<file path="src/rtl/mem_port_arbiter_if.sv">
// Handshake bundle between the requesters, the arbiter and the single
// downstream memory port. The arbiter uses the slave view; whatever drives
// the requests and models the memory uses the master view.
interface mem_port_arbiter_if #(
    parameter int N_PORTS = 3,
    parameter int BW_ADDR = 24
);
    logic [N_PORTS-1:0]         req_i;
    logic [N_PORTS-1:0]         reqBlock_i;
    logic [N_PORTS-1:0]         rw_i;
    logic [N_PORTS-1:0]         clear_i;
    logic [N_PORTS*BW_ADDR-1:0] add_i;
    logic [N_PORTS*32-1:0]      data_i;
    logic [N_PORTS-1:0]         ready_o;
    logic [N_PORTS-1:0]         valid_o;
    logic [N_PORTS-1:0]         done_o;
    logic [31:0]                data_o;
    logic                       mem_req_o;
    logic                       mem_reqBlock_o;
    logic                       mem_rw_o;
    logic                       mem_clear_o;
    logic [BW_ADDR-1:0]         mem_add_o;
    logic [31:0]                mem_data_o;
    logic                       mem_ready_i;
    logic                       mem_valid_i;
    logic                       mem_done_i;
    logic [31:0]                mem_data_i;
    logic [2:0]                 grant_o;
    logic                       busy_o;
    logic                       beat_err_o;
    logic [N_PORTS*32-1:0]      grant_count_o;

    modport slave (
        input  req_i, reqBlock_i, rw_i, clear_i, add_i, data_i,
        input  mem_ready_i, mem_valid_i, mem_done_i, mem_data_i,
        output ready_o, valid_o, done_o, data_o,
        output mem_req_o, mem_reqBlock_o, mem_rw_o, mem_clear_o, mem_add_o, mem_data_o,
        output grant_o, busy_o, beat_err_o, grant_count_o
    );

    modport master (
        output req_i, reqBlock_i, rw_i, clear_i, add_i, data_i,
        output mem_ready_i, mem_valid_i, mem_done_i, mem_data_i,
        input  ready_o, valid_o, done_o, data_o,
        input  mem_req_o, mem_reqBlock_o, mem_rw_o, mem_clear_o, mem_add_o, mem_data_o,
        input  grant_o, busy_o, beat_err_o, grant_count_o
    );
endinterface

</file>
<file path="src/rtl/mem_port_arbiter.sv">
// N-port arbiter in front of the single external memory port. One
// transaction at a time: pick a winner, issue its request downstream, steer
// the beat handshakes to the winner only, then pulse its done and go idle.
module mem_port_arbiter #(
    parameter int N_PORTS     = 3,
    parameter int BW_ADDR     = 24,
    parameter int BLOCK_WORDS = 16,
    parameter int RR_MODE     = 1
) (
    input  logic              clock_i,
    input  logic              reset_i,
    mem_port_arbiter_if.slave bus
);
    localparam int CW = $clog2(BLOCK_WORDS) + 1;

    typedef enum logic [1:0] {IDLE, ISSUE, XFER, DONE} state_t;

    state_t               state_q, state_d;
    logic [2:0]           grant_q;
    logic [2:0]           rr_last_q;
    logic                 blk_q, rw_q, clr_q;
    logic [BW_ADDR-1:0]   add_q;
    logic [CW-1:0]        beat_cnt_q;
    logic                 beat_err_q;
    logic [31:0]          grant_cnt_q [N_PORTS];

    logic                 any_req;
    logic                 found;
    logic [2:0]           winner;
    logic [2:0]           cand;
    logic [7:0]           req_pad;
    logic                 win_blk, win_rw, win_clr;
    logic [BW_ADDR-1:0]   win_add;
    logic [31:0]          sel_wdata;
    logic [N_PORTS-1:0]   grant_oh;
    logic                 beat;
    logic [CW-1:0]        beat_cnt_inc;
    logic [CW-1:0]        beat_expect;

    assign grant_oh    = N_PORTS'(1) << grant_q;
    assign beat        = (state_q == XFER) && (rw_q ? bus.mem_ready_i : bus.mem_valid_i);
    assign beat_cnt_inc = (beat && beat_cnt_q != '1) ? beat_cnt_q + CW'(1) : beat_cnt_q;
    assign beat_expect = blk_q ? CW'(BLOCK_WORDS) : CW'(1);

    // Winner search: fixed order from port 0, or rotating from the port after the last grant.
    always_comb begin
        req_pad = 8'(bus.req_i);
        any_req = |bus.req_i;
        found   = 1'b0;
        winner  = '0;
        cand    = '0;
        for (int i = 0; i < N_PORTS; i++) begin
            if (RR_MODE != 0)
                cand = 3'((int'(rr_last_q) + 1 + i) % N_PORTS);
            else
                cand = 3'(i);
            if (!found && req_pad[cand]) begin
                winner = cand;
                found  = 1'b1;
            end
        end
    end

    // Pick out the winner's request fields and the granted port's write data.
    always_comb begin
        win_blk   = 1'b0;
        win_rw    = 1'b0;
        win_clr   = 1'b0;
        win_add   = '0;
        sel_wdata = '0;
        for (int k = 0; k < N_PORTS; k++) begin
            if (k == int'(winner)) begin
                win_blk = bus.reqBlock_i[k];
                win_rw  = bus.rw_i[k];
                win_clr = bus.clear_i[k];
                win_add = bus.add_i[k*BW_ADDR +: BW_ADDR];
            end
            if (k == int'(grant_q))
                sel_wdata = bus.data_i[k*32 +: 32];
        end
    end

    // State register.
    always_ff @(posedge clock_i) begin
        if (reset_i)
            state_q <= IDLE;
        else
            state_q <= state_d;
    end

    // Next-state: downstream acceptance, then done, then one dead cycle back in IDLE.
    always_comb begin
        state_d = state_q;
        case (state_q)
            IDLE:    if (any_req) state_d = ISSUE;
            ISSUE:   if (bus.mem_ready_i) state_d = XFER;
            XFER:    if (bus.mem_done_i) state_d = DONE;
            DONE:    state_d = IDLE;
            default: state_d = IDLE;
        endcase
    end

    // Latch the grant and request fields, count beats, flag short or long blocks.
    always_ff @(posedge clock_i) begin
        if (reset_i) begin
            grant_q    <= '0;
            rr_last_q  <= 3'(N_PORTS - 1);
            blk_q      <= 1'b0;
            rw_q       <= 1'b0;
            clr_q      <= 1'b0;
            add_q      <= '0;
            beat_cnt_q <= '0;
            beat_err_q <= 1'b0;
        end else begin
            if (state_q == IDLE && any_req) begin
                grant_q   <= winner;
                rr_last_q <= winner;
                blk_q     <= win_blk;
                rw_q      <= win_rw;
                clr_q     <= win_clr;
                add_q     <= win_add;
            end
            if (state_q == ISSUE && bus.mem_ready_i)
                beat_cnt_q <= '0;
            if (state_q == XFER) begin
                beat_cnt_q <= beat_cnt_inc;
                if (bus.mem_done_i && beat_cnt_inc != beat_expect)
                    beat_err_q <= 1'b1;
            end
        end
    end

    // Per-port grant statistics, saturating rather than wrapping.
    always_ff @(posedge clock_i) begin
        for (int k = 0; k < N_PORTS; k++) begin
            if (reset_i)
                grant_cnt_q[k] <= '0;
            else if (state_q == IDLE && any_req && k == int'(winner) && grant_cnt_q[k] != '1)
                grant_cnt_q[k] <= grant_cnt_q[k] + 32'd1;
        end
    end

    // Flatten the counters onto the packed statistics bus.
    always_comb begin
        bus.grant_count_o = '0;
        for (int k = 0; k < N_PORTS; k++)
            bus.grant_count_o[k*32 +: 32] = grant_cnt_q[k];
    end

    // Steer downstream handshakes to the granted port only; everyone else sees zeros.
    always_comb begin
        bus.ready_o    = '0;
        bus.valid_o    = '0;
        bus.done_o     = '0;
        bus.data_o     = '0;
        bus.mem_data_o = '0;
        case (state_q)
            ISSUE: if (bus.mem_ready_i) bus.ready_o = grant_oh;
            XFER: begin
                if (rw_q) begin
                    bus.mem_data_o = sel_wdata;
                    if (bus.mem_ready_i) bus.ready_o = grant_oh;
                end else begin
                    bus.data_o = bus.mem_data_i;
                    if (bus.mem_valid_i) bus.valid_o = grant_oh;
                end
            end
            DONE:    bus.done_o = grant_oh;
            default: ;
        endcase
    end

    // Downstream request fields are only presented while a transaction is open.
    always_comb begin
        bus.mem_req_o      = (state_q == ISSUE);
        bus.mem_reqBlock_o = 1'b0;
        bus.mem_rw_o       = 1'b0;
        bus.mem_clear_o    = 1'b0;
        bus.mem_add_o      = '0;
        if (state_q == ISSUE || state_q == XFER) begin
            bus.mem_reqBlock_o = blk_q;
            bus.mem_rw_o       = rw_q;
            bus.mem_clear_o    = clr_q;
            bus.mem_add_o      = add_q;
        end
        bus.grant_o    = grant_q;
        bus.busy_o     = (state_q != IDLE);
        bus.beat_err_o = beat_err_q;
    end
endmodule

</file>
<file path="src/flat_wrapper.sv">
// flat-port wrapper written by rule: the top's interface ports become plain ports
module mem_port_arbiter_flat 
#(
    parameter int N_PORTS     = 3,
    parameter int BW_ADDR     = 24,
    parameter int BLOCK_WORDS = 16,
    parameter int RR_MODE     = 1
)
  (clock_i, reset_i, bus_req_i, bus_reqBlock_i, bus_rw_i, bus_clear_i, bus_add_i, bus_data_i, bus_mem_ready_i, bus_mem_valid_i, bus_mem_done_i, bus_mem_data_i, bus_ready_o, bus_valid_o, bus_done_o, bus_data_o, bus_mem_req_o, bus_mem_reqBlock_o, bus_mem_rw_o, bus_mem_clear_o, bus_mem_add_o, bus_mem_data_o, bus_grant_o, bus_busy_o, bus_beat_err_o, bus_grant_count_o);
  mem_port_arbiter_if #(.N_PORTS(N_PORTS), .BW_ADDR(BW_ADDR)) bus_i ();
  input  logic clock_i;
  input  logic reset_i;
  input wire logic [$bits(bus_i.req_i)-1:0] bus_req_i;
  input wire logic [$bits(bus_i.reqBlock_i)-1:0] bus_reqBlock_i;
  input wire logic [$bits(bus_i.rw_i)-1:0] bus_rw_i;
  input wire logic [$bits(bus_i.clear_i)-1:0] bus_clear_i;
  input wire logic [$bits(bus_i.add_i)-1:0] bus_add_i;
  input wire logic [$bits(bus_i.data_i)-1:0] bus_data_i;
  input wire logic [$bits(bus_i.mem_ready_i)-1:0] bus_mem_ready_i;
  input wire logic [$bits(bus_i.mem_valid_i)-1:0] bus_mem_valid_i;
  input wire logic [$bits(bus_i.mem_done_i)-1:0] bus_mem_done_i;
  input wire logic [$bits(bus_i.mem_data_i)-1:0] bus_mem_data_i;
  output wire logic [$bits(bus_i.ready_o)-1:0] bus_ready_o;
  output wire logic [$bits(bus_i.valid_o)-1:0] bus_valid_o;
  output wire logic [$bits(bus_i.done_o)-1:0] bus_done_o;
  output wire logic [$bits(bus_i.data_o)-1:0] bus_data_o;
  output wire logic [$bits(bus_i.mem_req_o)-1:0] bus_mem_req_o;
  output wire logic [$bits(bus_i.mem_reqBlock_o)-1:0] bus_mem_reqBlock_o;
  output wire logic [$bits(bus_i.mem_rw_o)-1:0] bus_mem_rw_o;
  output wire logic [$bits(bus_i.mem_clear_o)-1:0] bus_mem_clear_o;
  output wire logic [$bits(bus_i.mem_add_o)-1:0] bus_mem_add_o;
  output wire logic [$bits(bus_i.mem_data_o)-1:0] bus_mem_data_o;
  output wire logic [$bits(bus_i.grant_o)-1:0] bus_grant_o;
  output wire logic [$bits(bus_i.busy_o)-1:0] bus_busy_o;
  output wire logic [$bits(bus_i.beat_err_o)-1:0] bus_beat_err_o;
  output wire logic [$bits(bus_i.grant_count_o)-1:0] bus_grant_count_o;
  assign bus_i.req_i = bus_req_i;
  assign bus_i.reqBlock_i = bus_reqBlock_i;
  assign bus_i.rw_i = bus_rw_i;
  assign bus_i.clear_i = bus_clear_i;
  assign bus_i.add_i = bus_add_i;
  assign bus_i.data_i = bus_data_i;
  assign bus_i.mem_ready_i = bus_mem_ready_i;
  assign bus_i.mem_valid_i = bus_mem_valid_i;
  assign bus_i.mem_done_i = bus_mem_done_i;
  assign bus_i.mem_data_i = bus_mem_data_i;
  assign bus_ready_o = bus_i.ready_o;
  assign bus_valid_o = bus_i.valid_o;
  assign bus_done_o = bus_i.done_o;
  assign bus_data_o = bus_i.data_o;
  assign bus_mem_req_o = bus_i.mem_req_o;
  assign bus_mem_reqBlock_o = bus_i.mem_reqBlock_o;
  assign bus_mem_rw_o = bus_i.mem_rw_o;
  assign bus_mem_clear_o = bus_i.mem_clear_o;
  assign bus_mem_add_o = bus_i.mem_add_o;
  assign bus_mem_data_o = bus_i.mem_data_o;
  assign bus_grant_o = bus_i.grant_o;
  assign bus_busy_o = bus_i.busy_o;
  assign bus_beat_err_o = bus_i.beat_err_o;
  assign bus_grant_count_o = bus_i.grant_count_o;
  mem_port_arbiter #(.N_PORTS(N_PORTS), .BW_ADDR(BW_ADDR), .BLOCK_WORDS(BLOCK_WORDS), .RR_MODE(RR_MODE)) u_core (.clock_i(clock_i), .reset_i(reset_i), .bus(bus_i));
endmodule
</file>
<file path="config.mk">
export PLATFORM = sky130hd
export DESIGN_NAME = mem_port_arbiter_flat
export DESIGN_NICKNAME = d
export VERILOG_FILES = /design/src/rtl/mem_port_arbiter_if.sv /design/src/rtl/mem_port_arbiter.sv /design/src/flat_wrapper.sv
export SDC_FILE = /design/constraint.sdc
export NUM_CORES = 1
export LEC_CHECK = 0
export ABC_AREA = 1
export CORE_ASPECT_RATIO = 1.2
export CORE_MARGIN = 2
export CORE_UTILIZATION = 41
export CTS_CLUSTER_DIAMETER = 120
export DETAILED_ROUTE_END_ITERATION = 8
export PLACE_DENSITY_LB_ADDON = 0.2
export SYNTH_ARGS = -nofsm -noshare
export SYNTH_HDL_FRONTEND = slang
export SYNTH_SLANG_ARGS = --single-unit
</file>
<file path="constraint.sdc">
create_clock -name clock_i -period 8.1 [get_ports clock_i]
set_input_delay 2.43 -clock clock_i [delete_from_list [all_inputs] [get_ports clock_i]]
set_output_delay 2.43 -clock clock_i [all_outputs]
set_load 0.005 [all_outputs]
</file>
==> impl_metrics.py <==
metrics = {
    "yosys": {
        "ys_warn_count": 0,
        "synthesis.area_sq_um": 10800,
        "ys_top_cells_by_area": "edfxtp_1 27%, nand2_1 12%, nor2_1 7.4%",
        "ys_ff_latch": 135,
        "synth_top_area_frac": 0.268,
        "netlist.top_cell.by_area": "edfxtp_1",
        "syn_nets": 1795,
        "synth_ff_type": "edfxtp_1",
        "synthArstFlopShare": 0,
        "synth.yosys.seq_area_share": 0.340,
        "synth_edf_count": 96,
        "syn-instance-count": 1546,
        "syn_avg_cell_area_sq_um": 6.96,
        "synthDistinctLibCells": 52,
    },
    "clock_tree": {
        "clk_latency_ps": 430,
        "root_buffer": "clkbuf_16",
        "cts_tree": "yes",
        "post_cts_buffers": 0,
        "path_clk_slew_ps": 60,
        "ctsLongestPathBuffers": 2,
        "cts_hold_buffers": 0,
        "cts.sinks": 135,
        "h-tree-depth": 4,
        "numCtsBuffers": 17,
        "cts_resized": 0,
    },
    "timing": {
        "fmax_mhz": 143,
        "finalSetupViolations": 0,
        "period_share": 0.865,
        "tightest_slew_ps": 1120,
        "rsz0062_at_grt": "no",
        "maxSlewViolCount": 0,
        "timing.setup.tns_ps": 0,
        "relSlewSlack": 0.252,
        "hold_viol_final": 0,
        "fin_crit_ps": 7010,
        "clock_skew_ps": 17.1,
        "fin_ws_ps": 1090,
    },
    "grt": {
        "grt_max_degree": 51,
        "grt_use_total": 0.259,
        "grt_pass1_vias": 11339,
        "grt_overflow_total": 0,
        "grt_pass1_wl_um": 58200,
        "antenna_found_initial": 1,
    },
    "route": {
        "dr_total_vias": 11681,
        "met3_length_um": 2750,
        "routed.top_layer": "met4",
        "wl_met2_um": 18400,
        "drc": 0,
        "dr.first_iter.drc_count": 770,
        "ant_nets": 0,
        "first_pass_iters": 5,
        "vias_per_cell": 5.11,
        "wirelength_met1_um": 14400,
        "finalWirelength_um": 36800,
        "wl_per_cell_um": 16.1,
    },
    "setup_path": {
        "path_max_fanout": 32,
        "crit_slowest_cell": "dfxtp_2",
        "critPathKind": "reg2reg",
        "cpMostUsedCell": "nand2_1",
        "arrival_ps": 7070,
        "end_kind": "register",
        "cp_data_required_time_ps": 8160,
        "cp-start-kind": "register",
        "cp_slowest_stage_delay_ps": 590,
    },
    "layout": {
        "finish.utilization": 0.607,
        "antenna_cells": 0,
        "drive_above_1_share": 0.0857,
        "syn_to_final_growth_pct": 46.7,
        "final_cell_mix": "418 x clkdlybuf4s50_1, 354 x nand2_1, 210 x nor2_1, 194 x inv_1, 96 x edfxtp_1",
        "final_common_cell": "clkdlybuf4s50_1",
        "nNetsFinal": 2185,
    },
    "placed_design": {
        "hpwlAfterDp_um": 28200,
        "pre_cts_ws_ps": 1130,
        "place.gp.congestion": 0.874,
        "portBuffers": 418,
    },
    "floorplan": {
        "start_util": 0.414,
        "dieArea_sq_um": 27600,
        "chipHeight_um": 182,
        "std_cell_rows": 65,
        "io-pin-count": 419,
        "core_area_sq_um": 26000,
        "die_w_um": 152,
    },
    "power": {
        "p_leak_nw": 6.64,
        "ir_worst_vdd_mv": 0.653,
        "power.density_nw_per_um2": 504,
    },
    "worst_hold_path": {
        "hold_path_class": "reg2reg",
    },
    "job": {
        "cap_violations": 0,
    },
    "run_status": {
        "status": "finished clean",
    },
}
registers in the layout (all words and copies together) (netlist names):
| register | cells |
|---|---|
| u_core.bus.grant_o | 2 |
| u_core.rw_q | 1 |
| u_core.blk_q | 1 |
| u_core.grant_cnt_q | 96 |
| u_core.rr_last_q | 2 |
| u_core.bus.beat_err_o | 1 |
| u_core.beat_cnt_q | 5 |
| u_core.add_q | 24 |
| u_core.clr_q | 1 |
| u_core.state_q | 2 |
final timing paths:
kind                                                  startpoint                                 endpoint  slack (ps)  cells after the start
worst max register to register  u_core.rr_last_q[0]$_SDFFE_PP0P_  u_core.grant_cnt_q[0][30]$_SDFFCE_PN0P_        1090                     33
worst max-delay path            u_core.rr_last_q[0]$_SDFFE_PP0P_  u_core.grant_cnt_q[0][30]$_SDFFCE_PN0P_        1090                     33
worst min register to register     u_core.add_q[20]$_SDFFE_PP0P_            u_core.add_q[20]$_SDFFE_PP0P_         460                      2
worst min-delay path               u_core.add_q[20]$_SDFFE_PP0P_            u_core.add_q[20]$_SDFFE_PP0P_         460                      2
synth_stat cells (2+ instances only):
cell / count
xor2_1: 34
buf_6: 3
nor3_2: 10
nor4_1: 7
nand4_4: 2
o211ai_1: 5
nor2_4: 3
nor3b_1: 13
a211oi_1: 2
clkbuf_1: 41
nor2_2: 18
nand2_2: 21
nand3_1: 86
and3b_1: 3
nor3_1: 22
nand2_1: 354
dfxtp_1: 39
nand3_2: 12
nand3b_1: 2
buf_4: 7
a21oi_2: 4
o21ai_1: 5
o31ai_1: 6
o21ai_0: 84
inv_2: 8
a31oi_1: 5
nor4_2: 2
nor2_1: 213
nand2_4: 4
nand4_1: 58
a21oi_1: 79
clkinv_1: 6
buf_2: 11
and3_1: 4
edfxtp_1: 96
or2_2: 10
buf_1: 2
nor3b_2: 13
xnor2_1: 15
ha_1: 32
inv_1: 194
critical path: cells and delay by family, from the launching register on:
kind	cells	cell delay [ps]
simple gates	17	2530
xor+xnor	1	190
buf+inv	7	1100
flops	1	590
fa+ha+maj	5	1470
compound gates	3	740
layer usage:
metal | global-route usage | vias to the layer above
li1 | - | 5830
met1 | 0.294 | 5400
met2 | 0.462 | 389
met3 | 0.0714 | 62
met4 | 0.0983 | 0
met5 | 0 | -
logic make-up after synthesis:
family | after synthesis | synth area share
mux | 1 | 0.000930
compound gates | 195 | 0.0971
simple gates | 861 | 0.383
buf+inv | 272 | 0.101
fa+ha+maj | 32 | 0.0372
xor+xnor | 50 | 0.0414
flops | 135 | 0.340
final cells by class:
class	instances	area (sq um)
Timing Repair Buffer	435	4310
Fill cell	2455	10200
Multi-Input combinational cell	1139	6060
Sequential cell	135	3660
Inverter	208	781
Clock inverter	15	136
Tap cell	335	419
Clock buffer	17	425
metrics by stage:
step	power [mW]	cells	cell area, sq um	hold slack, ps
2_1_floorplan	5.43	1546	10800	445
3_3_place_gp	7.12	2252	15200	453
3_5_place_dp	7.22	2252	15200	455
4_1_cts	8.01	2284	15800	465
5_1_grt	8.69	2284	15800	477
6_report	7.95	2284	15800	465
power by group:
group	total, mW	switching (mW)	internal (mW)
Sequential	1.54	0.279	1.26
Clock	0.752	0.347	0.405
Combinational	5.67	3.63	2.04
Total	7.95	4.25	3.70
(Power assumes the default switching activity.)
==> RTL edit, RTL diff (same flow settings) <==
`BLOCK_WORDS` is set to 16 in 2 places; all go to 32.
--- a/src/rtl/mem_port_arbiter.sv
+++ b/src/rtl/mem_port_arbiter.sv
@@ -4,7 +4,7 @@
 module mem_port_arbiter #(
     parameter int N_PORTS     = 3,
     parameter int BW_ADDR     = 24,
-    parameter int BLOCK_WORDS = 16,
+    parameter int BLOCK_WORDS = 32,
     parameter int RR_MODE     = 1
 ) (
     input  logic              clock_i,
--- a/src/flat_wrapper.sv
+++ b/src/flat_wrapper.sv
@@ -3,7 +3,7 @@
 #(
     parameter int N_PORTS     = 3,
     parameter int BW_ADDR     = 24,
-    parameter int BLOCK_WORDS = 16,
+    parameter int BLOCK_WORDS = 32,
     parameter int RR_MODE     = 1
 )
   (clock_i, reset_i, bus_req_i, bus_reqBlock_i, bus_rw_i, bus_clear_i, bus_add_i, bus_data_i, bus_mem_ready_i, bus_mem_valid_i, bus_mem_done_i, bus_mem_data_i, bus_ready_o, bus_valid_o, bus_done_o, bus_data_o, bus_mem_req_o, bus_mem_reqBlock_o, bus_mem_rw_o, bus_mem_clear_o, bus_mem_add_o, bus_mem_data_o, bus_grant_o, bus_busy_o, bus_beat_err_o, bus_grant_count_o);
Formal check against the unedited RTL: same outputs for any inputs over 4 cycles, from zero or initial values and one cycle with reset_i high; that may be too few to reach the edited logic, so the function may still have changed.
==> RTL edit against the original RTL <==
- count of clock-buffer cells in the layout unchanged
- critical path type unchanged
- synthesized cell count decreased by 4.5%
- worst setup slack got worse by 0.32 ns
- global-route usage increased by 0.81 points
- wire length increased by 0.98%
- final area decreased by 1.7%
- sequential cell count increased by 1
- cell count decreased by 3.1%
- worst hold slack about the same
- area after synthesis decreased by 2.3%
Power is left out: the tool's default activity adds up to more than one toggle a clock period on the data nets, which glitch-free logic cannot reach.
==> RTL edit: results (changes against the original RTL) <==
Slew headroom=23.5% (-1.6 points); Post-synth EDFFs=96 (unchanged); status=completed; initial antenna violation count=7 (+6); R2R cell count=33 (unchanged); Layout Nets=2112 (-3.3%); Synth Warn #=0 (unchanged); register area share after synthesis=35.0% (+1.0 points); Syn Nets=1724 (-4.0%); worst-skew pair later-pin latency=0.43 ns (about the same); Global Route Usage Sum=26.7% (+0.81 points); max incr delay on CP=around 0.6 ns; type of the tightest min-delay check=reg -> reg; largest net degree at the start of global routing=47 (-7.8%); routability cong.=0.921 (+5.4%); DR iter-0 viols=589 (-24%); R2R Setup Slk=0.77 ns (-0.32 ns); number of buffers created by CTS=17 (unchanged); DP HPWL=28200 um (+0.13%); r2r startpoint=u_core.rr_last_q[1]$_SDFFE_PP1P_; end point of the critical path=u_core.grant_cnt_q[2][6]$_SDFFCE_PN0P_; DRT Pass-1 Iters=5 (unchanged); Synth cell types=53 (+1.9%); critical path class=reg -> reg; Synth Area in Adders=3.57% (-0.15 points); vias=11400 (-2.7%); Synth top cells by count=nand2_1 (275), inv_1 (218), nor2_1 (198); Synth Area in Compound Gates=9.91% (+0.19 points); clock root buffer=clkbuf_16; total setup buffers inserted after CTS=0 (unchanged); slowest CP cell=nand4_2; Reg clk slew, reported paths=0.06 ns (about the same); largest cells by area after synthesis=edfxtp_1 (27%), nand2_1 (9.8%), inv_1 (7.8%), dfxtp_1 (7.6%), nor2_1 (7.1%); ys async rst share=0% (unchanged); WL per Instance=16.8 um (+4.2%); DP Area=14900 sq um (-2.0%); post-cts resize count=0 (unchanged); Clock Skew=0.0147 ns (-0.00245 ns); IO buf count=418 (unchanged); mux cell area share after synthesis=0.297% (+0.20 points); Min Hold Slack=0.465 ns (-0.000124 ns); share of cells above drive strength 1=7.61% (-0.95 points); first-pass GRT wire length=57000 um (-2.2%); Longest Clk Path Bufs=2 (unchanged); Max FO, Critical Path=23 (-28%); Largest regs=u_core.grant_cnt_q (96), u_core.add_q (24), u_core.beat_cnt_q (6); post-synthesis xor/xnor area fraction=4.57% (+0.43 points); H-tree Lvls=4 (unchanged)
## RTL edit: area by class of cell
class	count	area, sq um
clock buffer	17	425
multi-input combinational	1050	5670
inverter	226	848
tap	330	413
antenna	5	12.5
timing repair buffer	434	4300
fill	2293	9860
sequential	136	3680
clock inverter	15	161
## RTL edit: per-layer routing
layer	vias to the layer above	global-route usage, %	part of all wire, %	wire length, um
met5	-	0	0.059	22
met1	5231	29.7	38	14100
met2	425	47.0	50	18600
li1	5622	-	-	-
met3	80	6.24	7.6	2820
met4	4	13.5	4.5	1680
## RTL edit: logic make-up after synthesis
logic type / after synthesis
XOR/XNOR: 54
AO/OA/AOI/OAI: 196
buffers and inverters: 291
flip-flops: 136
multiplexers: 3
adder cells (fa/ha/maj): 30
AND/OR/NAND/NOR: 767
## RTL edit: metrics by stage
| step | instances | worst slack [ns] |
|---|---|---|
| floorplan | 1477 | 0.278 |
| global placement | 2176 | 1.18 |
| finish | 2213 | 0.773 |
| global route | 2213 | 0.116 |
| CTS | 2208 | 0.756 |
| detailed placement | 2176 | 0.875 |
## RTL edit: worst min-delay path by stage
stage                                        startpoint                       endpoint  cells past startpoint
after floorplan            u_core.add_q[0]$_SDFFE_PP0P_   u_core.add_q[0]$_SDFFE_PP0P_                      2
after global placement    u_core.add_q[17]$_SDFFE_PP0P_  u_core.add_q[17]$_SDFFE_PP0P_                      2
after detailed placement  u_core.add_q[13]$_SDFFE_PP0P_  u_core.add_q[13]$_SDFFE_PP0P_                      2
after CTS                  u_core.add_q[9]$_SDFFE_PP0P_   u_core.add_q[9]$_SDFFE_PP0P_                      2
after global routing       u_core.add_q[4]$_SDFFE_PP0P_   u_core.add_q[4]$_SDFFE_PP0P_                      2
final                      u_core.add_q[9]$_SDFFE_PP0P_   u_core.add_q[9]$_SDFFE_PP0P_                      2
